===== config.mk =====
export PLATFORM = sky130hd
export DESIGN_NAME = gpio_wr_arbiter
export DESIGN_NICKNAME = d
export VERILOG_FILES = /design/src/rtl/gpio_wr_arbiter.sv
export SDC_FILE = /design/constraint.sdc
export NUM_CORES = 1
export LEC_CHECK = 0
export CAP_MARGIN = 10
export CORE_ASPECT_RATIO = 1.25
export CORE_MARGIN = 3
export CORE_UTILIZATION = 30
export CTS_BUF_LIST = sky130_fd_sc_hd__clkbuf_2 sky130_fd_sc_hd__clkbuf_4 sky130_fd_sc_hd__clkbuf_8
export DETAILED_ROUTE_END_ITERATION = 7
export PLACE_DENSITY = 0.61
export SKIP_LAST_GASP = 1
export SLEW_MARGIN = 20
export SYNTH_ARGS = -nofsm -noshare
export SYNTH_HDL_FRONTEND = slang
export SYNTH_SLANG_ARGS = --single-unit

===== constraint.sdc =====
create_clock -name clk_i -period 4.2 [get_ports clk_i]
set_clock_uncertainty 0.1 [all_clocks]
set_input_delay 1.05 -clock clk_i [delete_from_list [all_inputs] [get_ports clk_i]]
set_output_delay 1.05 -clock clk_i [all_outputs]
set_load 0.1 [all_outputs]

===== src/rtl/gpio_wr_arbiter.sv =====
// gpio_wr_arbiter: round-robin, lockable arbitration of masked requester and software writes to the GPIO OUT/OE registers
module gpio_wr_arbiter #(
  parameter int NumReq = 4,
  parameter int Width = 32,
  parameter int MaxLockCycles = 64
) (
  input  logic                       clk_i,
  input  logic                       rst_i,
  input  logic [NumReq-1:0]          req_i,
  input  logic [NumReq-1:0]          sel_oe_i,
  input  logic [NumReq-1:0]          lock_i,
  input  logic [NumReq*Width-1:0]    data_i,
  input  logic [NumReq*Width-1:0]    mask_i,
  output logic [NumReq-1:0]          gnt_o,
  input  logic                       sw_we_i,
  input  logic                       sw_sel_oe_i,
  input  logic [Width-1:0]           sw_data_i,
  output logic [Width-1:0]           cio_gpio_o,
  output logic [Width-1:0]           cio_gpio_en_o,
  output logic                       locked_o,
  output logic [$clog2(NumReq)-1:0]  owner_o,
  output logic                       lock_err_o
);
  localparam int OW = $clog2(NumReq);
  localparam int CW = $clog2(MaxLockCycles);
  typedef enum logic {IDLE, LOCKED} state_e;
  state_e state_q, state_d;
  logic [OW-1:0] p_q, p_d, owner_d, idx, pick;
  logic [CW-1:0] cnt_q, cnt_d;
  logic [Width-1:0] out_d, oe_d, wr_val;
  logic [Width-1:0] dat [NumReq];
  logic [Width-1:0] msk [NumReq];
  logic hit, g, expire;
  for (genvar k = 0; k < NumReq; k++) begin : g_unpack
    assign dat[k] = data_i[k*Width +: Width];
    assign msk[k] = mask_i[k*Width +: Width];
  end
  // Descending scan so the requester closest to the rr pointer is the last one kept
  always_comb begin
    pick = owner_o;
    hit = req_i[owner_o];
    idx = '0;
    if (state_q == IDLE) begin
      hit = 1'b0;
      for (int i = NumReq - 1; i >= 0; i--) begin
        idx = OW'((int'(p_q) + i) % NumReq);
        if (req_i[idx]) begin
          pick = idx;
          hit = 1'b1;
        end
      end
    end
    g = hit && !sw_we_i && !rst_i;
    gnt_o = '0;
    gnt_o[pick] = g;
    wr_val = (msk[pick] & dat[pick]) | (~msk[pick] & (sel_oe_i[pick] ? cio_gpio_en_o : cio_gpio_o));
    expire = state_q == LOCKED && !sw_we_i && cnt_q == CW'(MaxLockCycles - 1);
    out_d = (sw_we_i && !sw_sel_oe_i) ? sw_data_i : (g && !sel_oe_i[pick]) ? wr_val : cio_gpio_o;
    oe_d = (sw_we_i && sw_sel_oe_i) ? sw_data_i : (g && sel_oe_i[pick]) ? wr_val : cio_gpio_en_o;
    state_d = state_q;
    p_d = p_q;
    owner_d = owner_o;
    cnt_d = cnt_q;
    if (!sw_we_i && state_q == LOCKED) begin
      cnt_d = cnt_q + 1'b1;
      if (!lock_i[owner_o] || expire) state_d = IDLE;
    end else if (g) begin
      p_d = (pick == OW'(NumReq - 1)) ? '0 : pick + 1'b1;
      owner_d = pick;
      if (lock_i[pick]) begin
        state_d = LOCKED;
        cnt_d = '0;
      end
    end
  end
  assign locked_o = state_q == LOCKED;
  assign lock_err_o = expire;
  always_ff @(posedge clk_i or posedge rst_i) begin
    if (rst_i) begin
      state_q <= IDLE;
      p_q <= '0;
      owner_o <= '0;
      cnt_q <= '0;
      cio_gpio_o <= '0;
      cio_gpio_en_o <= '0;
    end else begin
      state_q <= state_d;
      p_q <= p_d;
      owner_o <= owner_d;
      cnt_q <= cnt_d;
      cio_gpio_o <= out_d;
      cio_gpio_en_o <= oe_d;
    end
  end
endmodule


# After elaboration in Yosys (flattened, before gate mapping)
# Cells that the tools add are included.
# Widths: inputs -> output; s select.
# word_totals
ff_bits	75
latchBits	0
ram_bits	0
romBits	0
input_bits	304
wordCells	98
n_memories	0
# classes
add_sub_neg	5
mul	0
n_div	0
magnitude_cmp	8
n_eq_ne	3
shift	0
mux	47
n_bitwise	7
reduce_logical	22
# op_table
cell	count
$mux 32	9
$bmux 32 s2	2
$and 32x32->32	2
$not 32->32	1
$or 32x32->32	1
$lt 2x3->1 const B	6
$mux 1	18
$mux 6	3
$bmux 1 s2	8
$mux 2	6
$logic_and 1x1->1	9
$reduce_bool 2->1	4
$add 6x1->6 const B	1
$eq 6x6->1 const B	1
$logic_not 1->1	5
$add 2x1->2 const B	2
$add 2x2->2 const B	2
$and 4x4->4	1
$reduce_and 2->1	2
$ge 3x3->1 const B	1
$not 2->3	1
$reduce_and 3->1	1
$demux 1 s2	1
$eq 2x2->1 const B	1
other kinds (4)	4

# Longest topological paths before layout
# Gate-level depths: netlist (run 1).
# depth
ltp_word	17
ltp_mapped	11
depth_no_buf	8

# Worst setup path before layout (run 1)
# OpenSTA, ideal clock, no wires.
# synth_timing
path_type	input -> output
start	input port req_i[2]
end	output port gnt_o[0]
arrival_time_ns	3.190
required_time_ns	3.050
path_slack_ns	-0.140
path_stages	10
path_cell_list	buf_2 nand2b_1 o221ai_4 o21ai_4 inv_2 buf_6 buf_4 buf_2 ha_1 and2_1
# synth_via
elab_chain_len	12
word_cells_on_any_way	28
classes_between	order compare: 2; mux: 22; bitwise: 1; reduce/logical: 3
# synth_lines
element	line_no	text
start: declaration	9	input logic [NumReq-1:0] req_i,
$bmux 1 s2	47	if (req_i[idx]) begin
$mux 1 (not written as such)	47	
$mux 2 (4 in series)	47	
$mux 2	43	if (state_q == IDLE) begin
$lt 2x3->1 (not written as such) or $ge 2x1->1 (tied branches)	55	gnt_o[pick] = g;
$logic_and 1x1->1 (not written as such)	55	
$mux 1 (not written as such)	55	
$demux 1 s2	55	
$and 4x4->4 (no source line) *	--	
end: declaration	14	output logic [NumReq-1:0] gnt_o,
# Mark *: on every way between the ends. The rest lies on a longest branch, timed or not. The select of a mux whose other input is x is not followed.

# Worst setup path after layout (run 1)
# layout_timing
start	input port req_i[3]
end	output port gnt_o[1]
# The elaborated chain is that of the path after synthesis.

==> impl_metrics.yaml, run 1 <==
timing:
  period_share: 0.968
  period_minus_slack_ps: 4060
  hold_slack_ps: 397
  finalSetupViolCount: 0
  relSlewSlack: 0.290
  rsz0062_at_grt: "false"
  hold_violations: 0
  slew_viol_final: 0
  worstMarginPinSlew_ps: 1060
  fin_ws_ps: 136
  timing.fmax_mhz: 246
  tns_ps: 0
flow_run:
  maxCapViolCount: 0
clock_tree:
  clockBufferDepth: 2
  clk_pin_slew_ps: 80
  clk-insertion-delay-late_ps: 360
  clock-root-buffer: "clkbuf_8"
  cts.sinks: 75
  h-tree-depth: 3
  numCtsBuffers: 9
  cts_tree: "done"
  hold_buffers: 0
critical_path:
  critPathMaxFanout: 6
  worstSetupPathType: "in2out"
  cp.arrival_ps: 2910
  crit_buf_inv: 3
  critical-path-max-stage-delay_ps: 610
  worstPathCellList: "clkdlybuf4s50_1 > nor2_1 > o32ai_2 > o21ai_2 > nand2_4 > inv_2 > ha_1 > and2_2 > buf_12"
  cp_slowest_cell: "clkdlybuf4s50_1"
  critPathTopFamily: "buffers and inverters"
  cp.required_ps: 3050
  worst_setup_path_start_kind: "input pin"
  cp-end-kind: "primary output"
synth:
  synth.net_count: 1248
  synth_top_area_frac: 0.234
  synth_cell_types: 63
  synth_area_leaders: "dfrtp_1, nor3b_1, mux2i_1"
  yosys-top-cells-count: "nor3b_1, dfrtp_1, nand2_1"
  post-synth-top-area-cell: "dfrtp_1"
  synth_edf_count: 0
  postSynthAreaPerCell_sq_um: 8.54
  yosysWarnings: 0
  synth_seq_cells: 75
  synth-main-ff-cell: "dfrtp_1"
  syn_inst: 939
  synth_area_sq_mm: 0.00802
  synthArstFlopShare: 1.00
  ys_seq_area_frac: 0.234
  synth_most_common_cell: "nor3b_1"
power:
  p_leak_nw: 4.90
  power_mw: 10.6
  p_per_area_mw_per_mm2: 840
  ir_worst_vdd_v: 0.000400
finish:
  fin_nets: 1603
  drive_gt1_frac: 0.131
  fin_util: 0.482
  syn2layout_area_growth_pct: 57.2
  design_area_sq_mm: 0.0126
  instances_no_fill: 1641
floorplanning:
  fp-row-count: 66
  die_w_microns: 152
  die_area_sq_mm: 0.0287
  io-pin-count: 376
  start_util: 0.306
  core_area_sq_mm: 0.0262
  fp.dieH_microns: 189
routing:
  drtIter0Drc: 566
  num_vias: 9461
  drc: 0
  drt_pre_antenna_iters: 4
  final_antenna_net_count: 0
  detail_route.vias_per_cell: 5.77
  wirelength_microns: 37000
  post_drt_wl_per_cell_microns: 22.5
worst_hold_path:
  worstHoldPathType: "reg2reg"
grt:
  antenna_found_initial: 3
  grt_pass1_wl_microns: 56800
  grt.total_usage: 0.246
  grt_pass1_vias: 9912
  grt-ovfl-total: 0
  grt_max_degree: 51
status:
  status: "finished, final reports clean"
placement:
  place_ws_ps: -5.16
  gp_congestion: 0.838
  numPortBuffers: 375
  hpwl_microns: 27900
  placedInstanceArea_sq_mm: 0.0123
  place_inst: 1621
==> cell families (layout without fill, tap and decap cells) <==
family | count (synthesis) | after routing | synth area share
other | 0 | 2 | 0
AND/OR/NAND/NOR | 286 | 286 | 0.214
buffers and inverters | 155 | 515 | 0.0902
XOR/XNOR | 2 | 2 | 0.00218
flip-flops | 75 | 75 | 0.234
AO/OA/AOI/OAI | 339 | 339 | 0.347
multiplexers | 77 | 77 | 0.105
adder cells (fa/ha/maj) | 5 | 5 | 0.00780
==> layout by cell type, fill, tap and decap left out, types with 26 or more instances in the layout <==
cell type          n
nor2b_1           26
nor3b_1           93
clkdlybuf4s50_1  362
mux2i_1           50
a21oi_1           31
o221ai_1          57
inv_1             65
a22oi_1           33
buf_4             50
nor2_1            43
nand2_1           68
dfrtp_1           75
==> worst paths after layout <==
kind / startpoint / end / slack, ps / cells past startpoint
max in group asynchronous: rst_i / cio_gpio_o[3]$_DFFE_PP0P_ / 2200 / 3
min: cnt_q[5]$_DFFE_PP0P_ / cnt_q[5]$_DFFE_PP0P_ / 400 / 1
min reg2reg: cnt_q[5]$_DFFE_PP0P_ / cnt_q[5]$_DFFE_PP0P_ / 400 / 1
max reg2reg: locked_o$_DFFE_PP0P_ / cio_gpio_en_o[29]$_DFFE_PP0P_ / 1020 / 10
min in group asynchronous: rst_i / cio_gpio_en_o[2]$_DFFE_PP0P_ / 1120 / 2
max: req_i[3] / gnt_o[1] / 140 / 9
==> worst reg2reg max path, stage by stage, from the launching register on <==
cell and delay, ps:
dfrtp_1 550, inv_2 290, o221ai_4 170, o21ai_4 280, buf_4 200, buf_4 260
buf_4 320, nor3b_1 100, o32ai_1 370, o221ai_1 230, o221ai_1 230
==> power breakdown <==
part | total [mW] | leakage [nW] | internal [mW] | switching (mW)
clock network | 0.636 | 0.109 | 0.334 | 0.302
registers | 1.54 | 0.922 | 1.06 | 0.479
logic | 8.41 | 3.87 | 2.83 | 5.58
total | 10.6 | 4.90 | 4.23 | 6.36
==> state kept, by name, summed over array words and instances (netlist names) <==
signal	flops
cio_gpio_en_o	32
cio_gpio_o	32
cnt_q	6
owner_o	2
p_q	2
locked_o	1
==> layout make-up <==
class                           count  area [sq um]
Fill cell                        2529         13600
Multi-Input combinational cell    709          5490
Timing Repair Buffer              430          4340
Sequential cell                    75          1880
Tap cell                          340           425
Inverter                           69           263
Clock buffer                        9           124
Clock inverter                      7          91.3
Antenna cell                        2          5.00
==> per-layer routing <==
metal  track usage  vias up  part of all wire
met2         0.444      418              0.51
li1              -     4380                 -
met1         0.275     4577              0.38
met3        0.0579       84             0.069
met5             0        -           0.00035
met4         0.111        2             0.038
==> timing repair <==
| item | 4_1_cts | 5_1_grt |
|---|---|---|
| pin swaps | 1 | 2 |
| setup buffers | 1 | 1 |
| gates resized for setup | 0 | 7 |
| setup endpoints to repair | 2 | 4 |
| endpoints found under the hold margin | 0 | 0 |
Note: power is estimated with default switching activity, not from simulation.
==> inputs of run 2 (changes only) <==
- PLACE_DENSITY: 0.61 -> 0.63
- clock period: 4.2 -> 3.67 ns (I/O delays scaled with it)
==> impl_metrics.yaml, run 2 (synthesis results as in run 1) <==
critical_path:
  worst_setup_path_start_kind: "input pin"
  critical-path-max-stage-delay_ps: 350
  cp.required_ps: 2650
  cp.arrival_ps: 2550
  reg2reg_slack_ps: 410
  worstSetupPathType: "in2out"
  cp_slowest_cell: "dlygate4sd2_1"
  worstPathCellList: "dlygate4sd2_1 > a21boi_4 > o221ai_4 > o21ai_4 > inv_4 > ha_1 > and2_4 > buf_12"
  cp-end-kind: "primary output"
  critPathMaxFanout: 8
placement:
  hpwl_microns: 28600
  numPortBuffers: 375
  place_inst: 1668
  gp_congestion: 0.891
floorplanning:
  fp-row-count: 66
  io-pin-count: 376
  die_area_sq_mm: 0.0287
  core_area_sq_mm: 0.0262
  fp.dieH_microns: 189
  start_util: 0.306
  die_w_microns: 152
grt:
  grt.total_usage: 0.242
  grt-ovfl-total: 0
  gr-usage-met3: 0.0579
  use_met1: 0.277
  top_usage_layer: "met2"
  grt_pass1_wl_microns: 55700
  grt_pass1_vias: 9764
  antenna_found_initial: 0
  grt_max_degree: 39
  gr-usage-met2: 0.446
timing:
  hold_violations: 0
  slew_viol_final: 0
  period_share: 0.973
  worstMarginPinSlew_ps: 962
  rsz0062_at_grt: "false"
  tns_ps: 0
  relSlewSlack: 0.352
  hold_slack_ps: 387
  finalSetupViolCount: 0
  period_minus_slack_ps: 3570
  timing.fmax_mhz: 280
worst_hold_path:
  worstHoldPathType: "reg2reg"
status:
  status: "finished, final reports clean"
clock_tree:
  clockBufferDepth: 2
  clk-insertion-delay-late_ps: 360
  h-tree-depth: 3
  clock-root-buffer: "clkbuf_8"
  cts.sinks: 75
  numCtsBuffers: 9
  cts_tree: "done"
  clk_pin_slew_ps: 80
routing:
  wirelength_microns: 36700
  detail_route.vias_per_cell: 5.62
  drtIter0Drc: 472
  drt_pre_antenna_iters: 5
  post_drt_wl_per_cell_microns: 21.7
  drc: 0
  final_antenna_net_count: 0
  num_vias: 9479
finish:
  instances_no_fill: 1686
  largestRegisters: "cio_gpio_en_o x32, cio_gpio_o x32, cnt_q x6"
  diodes: 0
  layout_commonest_cell: "clkdlybuf4s50_1"
  syn2layout_area_growth_pct: 60.8
  fillerInstances: 2520
  fin_util: 0.493
  fin_nets: 1650
  layout_common_cells: "clkdlybuf4s50_1, buf_4, nor3b_1"
  drive_gt1_frac: 0.209
power:
  p_per_area_mw_per_mm2: 986
  p_leak_nw: 5.21
  ir_worst_vdd_v: 0.000438
flow_run:
  maxCapViolCount: 0
[run 2: changes by cell type in the layout (fill, tap and decap cells not counted), sizes merged]
cell	previous run	this run
clkinvlp	1	2
dlymetal6s2s	3	0
clkinv	4	1
buf	65	174
clkbuf	9	12
diode	2	0
dlygate4sd2	0	3
clkdlybuf4s50	362	299
[run 2: stage by stage]
stage	total power, mW	instance area (sq um)	setup slack, ps
3_3_place_gp	11.8	12600	-321
4_1_cts	12.7	12900	70.3
5_1_grt	13.4	12900	3.69
2_1_floorplan	8.52	8030	-64.7
3_5_place_dp	11.9	12600	-356
6_report	12.7	12900	99.6
[run 2: power by group]
group          internal, mW  total [mW]  switching [mW]
Clock                 0.423       0.767           0.345
Combinational          3.66        10.2            6.50
Sequential             1.22        1.79           0.568
[run 2: layer usage]
metal	vias to the layer above	routed length [microns]
met3	49	2650
met5	-	0
met2	384	18900
met4	0	823
met1	4573	14300
li1	4473	-
[run 2: final cells by class]
cell class | count | area (sq um) | share of cell area
clock inverters | 5 | 83.8 | 0.00650
well taps | 340 | 425 | 0.0330
flip-flops and latches | 75 | 1880 | 0.146
multi-input cells | 709 | 5490 | 0.426
inverters | 69 | 263 | 0.0204
clock buffers | 11 | 151 | 0.0117
repair buffers | 477 | 4610 | 0.357
[run 2: worst paths after layout]
path,startpoint,endpoint,cells after the start
max in group asynchronous,rst_i,cio_gpio_en_o[19]$_DFFE_PP0P_,3
max reg2reg,p_q[1]$_DFFE_PP0P_,cio_gpio_en_o[11]$_DFFE_PP0P_,10
min reg2reg,cnt_q[5]$_DFFE_PP0P_,cnt_q[5]$_DFFE_PP0P_,1
min,cnt_q[5]$_DFFE_PP0P_,cnt_q[5]$_DFFE_PP0P_,1
min in group asynchronous,rst_i,cio_gpio_en_o[4]$_DFFE_PP0P_,2
max,req_i[1],gnt_o[0],8
[run 2: critical path: cells and delay by family]
family | cells | cell delay, ps
and+or+nand+nor | 1 | 140
AOI/OAI and AO/OA | 3 | 700
buffers and inverters | 3 | 580
adders and majority gates | 1 | 200
[run 2: what timing repair did]
| action | in CTS | in global routing |
|---|---|---|
| setup endpoints to repair | 4 | 4 |
| hold endpoints to repair | 0 | 0 |
| gates resized for setup | 7 | 3 |
| hold buffers | 0 | 0 |
| setup buffers | 2 | 0 |
| pin swaps | 1 | 1 |
==> inputs of run 3 (changes only) <==
- ABC_AREA: not set -> 1
- PLACE_DENSITY: 0.63 -> 0.65
- REMOVE_ABC_BUFFERS: not set -> 1
==> impl_metrics.yaml, run 3 <==
finish:
  layout_common_cells: "nand2_1, clkdlybuf4s50_1, nand3_1"
  layout_commonest_cell: "nand2_1"
  diodes: 0
  largestRegisters: "cio_gpio_en_o x32, cio_gpio_o x32, cnt_q x6"
  design_area_sq_mm: 0.0117
  fin_nets: 1949
  syn2layout_area_growth_pct: 57.9
  instances_no_fill: 1969
  drive_gt1_frac: 0.118
clock_tree:
  cts.sinks: 75
  clk-insertion-delay-late_ps: 370
  cts_tree: "done"
  clk_pin_slew_ps: 80
  clock-root-buffer: "clkbuf_8"
  h-tree-depth: 3
  numCtsBuffers: 9
  clockBufferDepth: 2
synth:
  synth_edf_count: 0
  synthArstFlopShare: 1.00
  synth-main-ff-cell: "dfrtp_1"
  yosysWarnings: 0
  ys_seq_area_frac: 0.254
  synth_area_sq_mm: 0.00738
  synth_cell_types: 32
  synth_most_common_cell: "nand2_1"
  synth_area_leaders: "nand2_1, dfrtp_1, nand3_1"
  postSynthAreaPerCell_sq_um: 5.74
  synth_top_area_frac: 0.294
  syn_inst: 1286
  yosys-top-cells-count: "nand2_1, nand3_1, inv_1"
  synth_seq_cells: 75
  post-synth-top-area-cell: "nand2_1"
timing:
  worstMarginPinSlew_ps: 689
  timing.fmax_mhz: 281
  tns_ps: 0
  period_minus_slack_ps: 3560
  period_share: 0.971
  relSlewSlack: 0.541
  slew_viol_final: 0
  hold_violations: 0
  finalSetupViolCount: 0
  hold_slack_ps: 414
grt:
  grt_max_degree: 95
  grt_pass1_vias: 9070
  grt-ovfl-total: 0
  grt_pass1_wl_microns: 48500
  antenna_found_initial: 0
  grt.total_usage: 0.225
flow_run:
  maxCapViolCount: 0
routing:
  drc: 0
  wirelength_microns: 31400
  drtIter0Drc: 440
  post_drt_wl_per_cell_microns: 16.0
  final_antenna_net_count: 0
  num_vias: 9442
  detail_route.vias_per_cell: 4.80
  drt_pre_antenna_iters: 5
floorplanning:
  fp.dieH_microns: 181
  core_area_sq_mm: 0.0240
  die_w_microns: 146
  die_area_sq_mm: 0.0265
  start_util: 0.308
  fp-row-count: 63
  io-pin-count: 376
critical_path:
  cp.arrival_ps: 2550
  worstSetupPathType: "in2out"
  cp.required_ps: 2650
  worst_setup_path_start_kind: "input pin"
  critPathMaxFanout: 5
  cp-end-kind: "primary output"
placement:
  place_inst: 1947
  gp_congestion: 0.890
  hpwl_microns: 23700
  placedInstanceArea_sq_mm: 0.0113
  numPortBuffers: 375
status:
  status: "finished, final reports clean"
worst_hold_path:
  worstHoldPathType: "reg2reg"
==> run 3: per-stage QoR <==
stage,util,worst slack [ps]
4_1_cts,0.484,120
3_3_place_gp,0.471,-232
3_5_place_dp,0.471,-253
2_1_floorplan,-,-1930
5_1_grt,0.487,-29.8
6_report,0.487,106
==> run 3: worst max-delay path, cell delays in order <==
cell and delay (ps):
clkdlybuf4s15_1 200, nand2_1 70, nand2_2 120, nand2_2 80
nand2_2 80, nand2_1 50, nand3_1 80, nand2_1 60
nand2_1 70, nand2_2 60, nand2_4 80, nand2_8 70
inv_4 80, ha_2 150, inv_1 40, nor2_2 140
buf_12 190
==> run 3: metal layers <==
| layer | up-vias | routed length [microns] | global-route usage |
|---|---|---|---|
| met5 | - | 0 | 0 |
| met4 | 0 | 566 | 0.0602 |
| met3 | 38 | 1940 | 0.0502 |
| met2 | 287 | 16500 | 0.425 |
| met1 | 4318 | 12400 | 0.254 |
| li1 | 4799 | - | - |
==> run 3: final timing paths <==
check                                     startpoint                       endpoint  slack (ps)  cells after the start
worst max-delay path                        req_i[2]                       gnt_o[1]         110                     17
worst min register to register  cnt_q[0]$_DFFE_PP0P_           cnt_q[0]$_DFFE_PP0P_         410                      1
min in group asynchronous                      rst_i  cio_gpio_en_o[16]$_DFFE_PP0P_         850                      2
max in group asynchronous                      rst_i  cio_gpio_en_o[31]$_DFFE_PP0P_        1940                      3
worst min-delay path            cnt_q[0]$_DFFE_PP0P_           cnt_q[0]$_DFFE_PP0P_         410                      1
worst max register to register    p_q[0]$_DFFE_PP0P_           cnt_q[2]$_DFFE_PP0P_         640                     20
==> run 3: cell families after synthesis <==
| family | count (synthesis) | share of synthesized area |
|---|---|---|
| compound gates | 95 | 0.0656 |
| fa+ha+maj | 5 | 0.00847 |
| buf+inv | 215 | 0.145 |
| flops | 75 | 0.254 |
| simple gates | 896 | 0.527 |
==> run 3: final cells by class <==
type | count | area, sq um
inverters | 141 | 539
clock buffers | 11 | 151
flip-flops and latches | 75 | 1880
repair buffers | 417 | 4060
well taps | 325 | 407
clock inverters | 4 | 97.6
multi-input cells | 996 | 4530
fillers | 2519 | 12300
==> run 3: what timing repair did <==
item                                    in CTS  in global routing
hold buffers                                 0                  0
endpoints found under the setup margin       4                  4
buffers inserted                             4                  3
pin swaps                                    7                 13
resized for setup                           13                 19
Power of run 3 is not shown: default switching activity piles up to over one toggle a cycle in this logic, so the estimate is an artifact.
